==> config.mk <==
export PLATFORM = sky130hd
export DESIGN_NAME = fetch_queue
export DESIGN_NICKNAME = d
export VERILOG_FILES = /design/src/rtl/cpu_pkg.sv /design/src/rtl/fq_mem.sv /design/src/rtl/fetch_queue.sv
export SDC_FILE = /design/constraint.sdc
export NUM_CORES = 1
export LEC_CHECK = 0
export ABC_AREA = 0
export CAP_MARGIN = 0
export CORE_MARGIN = 2
export CORE_UTILIZATION = 53
export DETAILED_ROUTE_END_ITERATION = 8
export PLACE_DENSITY = 0.76
export SYNTH_ARGS = -nofsm -noshare
export SYNTH_HDL_FRONTEND = slang
export SYNTH_SLANG_ARGS = --single-unit
==> constraint.sdc <==
create_clock -name clk -period 4.6 [get_ports clk]
set_input_delay 0.92 -clock clk [delete_from_list [all_inputs] [get_ports clk]]
set_output_delay 0.92 -clock clk [all_outputs]
set_load 0.01 [all_outputs]
==> src/rtl/cpu_pkg.sv <==
// cpu_pkg: shared widths and defaults for the fetch path
package cpu_pkg;
  localparam int ADDR_W = 30;
  localparam int INSTR_W = 32;
  localparam int FQ_DEPTH = 4;
endpackage

==> src/rtl/fq_mem.sv <==
// fq_mem: DEPTH x W storage with one synchronous write port and one combinational read port
//   clk, we/waddr/wdata: write on rising edge when we=1
//   raddr/rdata: asynchronous read of the addressed entry
module fq_mem #(
  parameter int DEPTH = 4,
  parameter int W = 62
) (
  input  logic                     clk,
  input  logic                     we,
  input  logic [$clog2(DEPTH)-1:0] waddr,
  input  logic [W-1:0]             wdata,
  input  logic [$clog2(DEPTH)-1:0] raddr,
  output logic [W-1:0]             rdata
);
  logic [W-1:0] r_mem [DEPTH];
  always_ff @(posedge clk)
    if (we) r_mem[waddr] <= wdata;
  assign rdata = r_mem[raddr];
endmodule

==> src/rtl/fetch_queue.sv <==
// fetch_queue: instruction prefetch FIFO that fetches sequentially from imem and supports redirects
//   clk, rst (sync, active-high), flush/flush_addr: redirect to a new word address
//   imem_addr/imem_data: registered fetch address, same-cycle instruction return
//   out_valid/out_ready/out_instr/out_pc/out_pc_next: head entry handshake to decode
//   count: occupied entries
module fetch_queue
  import cpu_pkg::*;
#(
  parameter int                DEPTH = FQ_DEPTH,
  parameter logic [ADDR_W-1:0] RESET_PC = '0
) (
  input  logic                       clk,
  input  logic                       rst,
  input  logic                       flush,
  input  logic [ADDR_W-1:0]          flush_addr,
  output logic [ADDR_W-1:0]          imem_addr,
  input  logic [INSTR_W-1:0]         imem_data,
  output logic                       out_valid,
  input  logic                       out_ready,
  output logic [INSTR_W-1:0]         out_instr,
  output logic [ADDR_W-1:0]          out_pc,
  output logic [ADDR_W-1:0]          out_pc_next,
  output logic [$clog2(DEPTH):0]     count
);
  localparam int AW = $clog2(DEPTH);
  localparam int CW = AW + 1;
  logic [AW-1:0]         r_wr_ptr, r_rd_ptr;
  logic [CW-1:0]         r_count;
  logic [ADDR_W-1:0]     r_fetch_pc;
  logic                  w_push, w_pop;
  logic [INSTR_W+ADDR_W-1:0] w_rdata;
  assign out_valid = r_count != '0;
  assign w_pop = out_valid & out_ready & ~flush;
  // a full queue can still accept a fetch when the head leaves the same cycle
  assign w_push = ~flush & (r_count != CW'(DEPTH) | w_pop);
  always_ff @(posedge clk)
    if (rst) begin
      r_fetch_pc <= RESET_PC;
      r_wr_ptr <= '0;
      r_rd_ptr <= '0;
      r_count <= '0;
    end else if (flush) begin
      r_fetch_pc <= flush_addr;
      r_wr_ptr <= '0;
      r_rd_ptr <= '0;
      r_count <= '0;
    end else begin
      if (w_push) r_wr_ptr <= r_wr_ptr + 1'b1;
      if (w_push) r_fetch_pc <= r_fetch_pc + 1'b1;
      if (w_pop) r_rd_ptr <= r_rd_ptr + 1'b1;
      r_count <= r_count + CW'(w_push) - CW'(w_pop);
    end
  fq_mem #(.DEPTH(DEPTH), .W(INSTR_W + ADDR_W)) u_mem (
    .clk  (clk),
    .we   (w_push),
    .waddr(r_wr_ptr),
    .wdata({imem_data, r_fetch_pc}),
    .raddr(r_rd_ptr),
    .rdata(w_rdata)
  );
  assign imem_addr = r_fetch_pc;
  assign out_instr = w_rdata[INSTR_W+ADDR_W-1:ADDR_W];
  assign out_pc = w_rdata[ADDR_W-1:0];
  assign out_pc_next = out_pc + 1'b1;
  assign count = r_count;
endmodule

Word-level counts from Yosys, hierarchy flattened
Memories as Yosys holds them, arrays and structs flattened. A register that Yosys moved wholly into a read port is not among the register bits. Cells that the tools add are included.

Flip-flop bits (word level): 37. RAM bits: 248. Input port bits: 66. Output and inout port bits: 126. Logic and storage cells: 26. Memories kept: 1.

$add $sub $neg: 6. Eq/ne operators: 1. Mux-type cells: 6. Bitwise gates (word level): 5. Reduce and logical (&&, ||, !) cells: 3.

Memory list: u_mem.r_mem (depth 4, width 62, read ports 1, clocked after memory_dff 1, write ports 1, line fq_mem.sv:15) `logic [W-1:0] r_mem [DEPTH];`.

Operator list (count): adder 30 x 1 -> 30 bit (second input constant) (2); 2-to-1 mux 30 bit (2); adder 2 x 1 -> 2 bit (second input constant) (2); 2-to-1 mux 2 bit (2); adder 3 x 1 -> 3 bit (1); AND 1 bit (3); != test 3 bit (second input constant) (1); nonzero test 3 bit (1); subtractor 3 x 1 -> 3 bit (1); 2-to-1 mux 1 bit (2); nonzero test 2 bit (1); OR reduction 2 bit (1); NOT 1 bit (1); OR 1 bit (1).

Logic depth before layout (Yosys ltp)
Word-level depth: 7. Gate-level depth with buffers: 11. Gate-level depth less buffers: 10.

Hierarchy
From an unflattened synthesis, not the netlist that was laid out.

Cells, all modules: 672. Area, all modules: 11746.3 um^2.

By module, submodules not included: fq_mem (times used 1, cells each 328, area each 9047.4 um^2, seq. area each 7447.1 um^2); fetch_queue (times used 1, cells each 344, area each 2698.8 um^2, seq. area each 740.7 um^2).

Least setup slack after synthesis
OpenSTA, ideal clock, no wires.

Kind: input-to-reg. Start: input out_ready. End: memory u_mem.r_mem[0][0] (enable). Setup time: 0.427 ns. Arrival time: 3.141 ns. Required time: 4.173 ns. Path slack: 1.032 ns. Cell stages on the path: 4. Path buffers: 1. Path through: nor2b_1 or3_1 clkbuf_1 and3_1.

Cells in the longest elaborated chain, start to end: 6.

RTL lines: start, declared (line fetch_queue.sv:19) `input logic out_ready,`; AND 1 bit (2 in a row) (line fetch_queue.sv:33) `assign w_pop = out_valid & out_ready & ~flush;`; OR 1 bit (line fetch_queue.sv:35) `assign w_push = ~flush & (r_count != CW'(DEPTH) | w_pop);`; AND 1 bit (line fetch_queue.sv:35); 2-to-1 mux 1 bit (line fq_mem.sv:17) `if (we) r_mem[waddr] <= wdata;`; 2-to-1 mux 1 bit (not written as such) (line fq_mem.sv:17); end, declared (line fq_mem.sv:15).

No other way between the ends.

==> metrics.txt <==
CTS H-tree depth 1; Die W 153 um; Fillers 1390; Min-Delay Path Depth 2; Syn Std Cell Area 0.0117 mm2; FF+latch area 0.00824 mm2; Worst Hold End r_rd_ptr[0]$_SDFFE_PP0P_; Slew @ Worst Pin 840 ps; Placer Congestion around 0.90; Synth area leaders edfxtp_1, mux4_2, dfxtp_1, xnor2_1, mux4_1; Worst-path clk slew 70 ps; Reg2Reg Depth 5; die height around 150 um; leakage power 4.87 nW; DP HPWL approximately 17000 um; initial antenna violation count 0; highest clock rate 234 MHz; PwrDens 392 mW/mm2; final core occ 0.688; post-route cell area roughly 0.015 mm2; via count 6827; Critical path buffers and inverters 1; syn_nets 746; Placed Instances roughly 1100; Avg Cell Area, Syn 17.5 um2; Int Power between 4 and 5 mW; min Tclk post-route 4280 ps; cell with the most instances after synthesis edfxtp_1; layout cell share with drive strength beyond 1 0.146; total track usage 0.218; Multi-input gate area 0.00326 mm2; sequential share of power 0.512; Critical Path Source Type flip-flop; pin count of the biggest net entering global routing 51; RSZ-0062 raised after global routing false; Switching Fraction 0.213; sw power 1.25 mW; worst skew pair latency ~530 ps; CP arrival between 3000 and 4000 ps; Post-synth top cells edfxtp_1, mux4_2, nor2_1; CP max-delay cell dfxtp_4; Yosys warnings 0; total power a little under 6 mW; Mapped Cells about 670; Max Cap Viol 0; CTS Hold Bufs 0; Crit. End Element output port; Slew Viols, Final 0; Final nets 957; Reg-to-Reg End imem_addr[22]$_SDFFE_PP0P_; crit-path cells mux4_1, and4_1, nand4_2, nor3_1, xor2_1, clkdlybuf4s50_1; Initial DRC Count 443; leading area contributor after synthesis edfxtp_1; Post-synth EDFFs 248; Area after DPL 0.0140 mm2; ys async rst share 0; antenna cells 0; Crit path max-delay family simple AND/OR/NAND/NOR gates; status finished, final reports clean; final WL 25500 um; # DRC 0; PortBufs 191; global route overflow 0; Layout area overhead 27.9%; Worst slew margin 0.435; Seq/Total Area, Yosys 0.702; fin cells 1182; # rows 54; top cell type's share of synthesized area 0.636; Clock power frac 0.395; slack of the worst reg-to-reg path 1990 ps; Crit path largest cell delay 580 ps; Logic pwr share 0.092; core area 0.0218 mm2; CTS tree yes; Main synth FF type edfxtp_1; antenna-violating nets left 0; crit path kind flip-flop to output port; Yosys cell types 47; full die area 0.0233 mm2; total CTS buffers 29; CTS Buffer Depth 3; HP Start r_rd_ptr[0]$_SDFFE_PP0P_; final setup vio count 0; Initial Util 0.538; setup_tns 0 ps; DRT Pass-1 Iters 6; final hold vios 0; worst hold-check path type flip-flop to flip-flop; Tcrit/Tclk final 0.931; Via density 5.78; Avg WL per Cell 21.6 um; first-pass GRT wire length 40000 um; I/O pin total 192; Worst EP required 3680 ps; number of synthesized register bits 287; FF-to-FF Start imem_addr[6]$_SDFFE_PP0P_; vias in the first global route 7234; clock skew 10.7 ps; crit-path max FO 17; Peak VDD IR between 0.2 and 0.25 mV; clk sinks 287; clock root buffer clkbuf_16
## stage by stage
stage / setup WS (ps) / hold slack [ps]
final: 319 / 547
after global routing: 63.8 / 575
after CTS: 114 / 553
after detailed placement: 562 / 536
after global placement: 724 / 504
after floorplan: 1030 / 485
## flip-flops by register name (all words and copies together), names as in the netlist, named ones only
register,count
count,3
r_rd_ptr,2
r_wr_ptr,2
u_mem.r_mem,248
imem_addr,30
## cell families after synthesis
logic type      Yosys count  synth area share
fa+ha+maj                 9            0.0103
xor+xnor                 55            0.0411
buf+inv                  48            0.0199
flops                   287             0.702
compound gates           44            0.0276
simple gates            165            0.0756
mux                      63             0.123
## how the worst max path moves through the flow
stage               startpoint  cells after the start                           to  slack, ps
CTS                  flip-flop                      6              out_pc_next[27]        110
global placement     flip-flop                      6              out_pc_next[20]        720
global route         flip-flop                      7              out_pc_next[29]         60
detailed placement   flip-flop                      6              out_pc_next[27]        560
floorplan            out_ready                      4  u_mem.r_mem[0][0]$_DFFE_PP_       1030
finish               flip-flop                      6              out_pc_next[27]        320
## cells in the final DEF (no fill, tap or decap), types with 7 or more instances in the layout
master,instances
nor3_1,14
dfxtp_1,37
nor2_1,45
a211oi_1,23
edfxtp_1,248
buf_4,11
clkdlybuf4s50_1,191
nor4_1,11
xnor2_1,38
mux4_1,10
clkbuf_16,29
ha_1,8
nand4_1,14
nand3_1,14
xor2_1,17
nand2_1,28
inv_1,19
and4_1,7
mux4_2,52
clkinv_2,7
## area by class of cell
type / instances / area share
clock buffers: 34 / 0.0504
inverters: 20 / 0.00501
clock inverters: 17 / 0.0126
repair buffers: 208 / 0.141
well taps: 280 / 0.0234
flip-flops and latches: 287 / 0.550
multi-input cells: 336 / 0.218
## worst reg2reg max path, delay by kind of cell (launching register included)
kind               cells  cell delay [ps]
DFF                    1              600
and+or+nand+nor        3             1380
AOI/OAI and AO/OA      2              500
## power by group through the flow
stage | Clock [mW] | Sequential, mW | Combinational, mW
6_report | 2.32 | 3.00 | 0.541
5_1_grt | 2.45 | 3.01 | 0.577
4_1_cts | 2.35 | 3.00 | 0.547
3_5_place_dp | 0 | 3.06 | 0.541
3_3_place_gp | 0 | 3.05 | 0.534
2_1_floorplan | 0 | 3.04 | 0.232
## what timing repair did
item / CTS / global route
hold endpoints to repair: 0 / 0
setup buffers: 1 / 0
setup endpoints to repair: 1 / 5
resized for setup: 0 / 1
## layer usage
| layer | global-route usage | wire length [um] |
|---|---|---|
| met5 | 0 | 0 |
| met1 | 0.286 | 10300 |
| met2 | 0.379 | 12800 |
| met3 | 0.0441 | 1840 |
| met4 | 0.0534 | 609 |
Note: power is estimated with default switching activity, not from simulation.
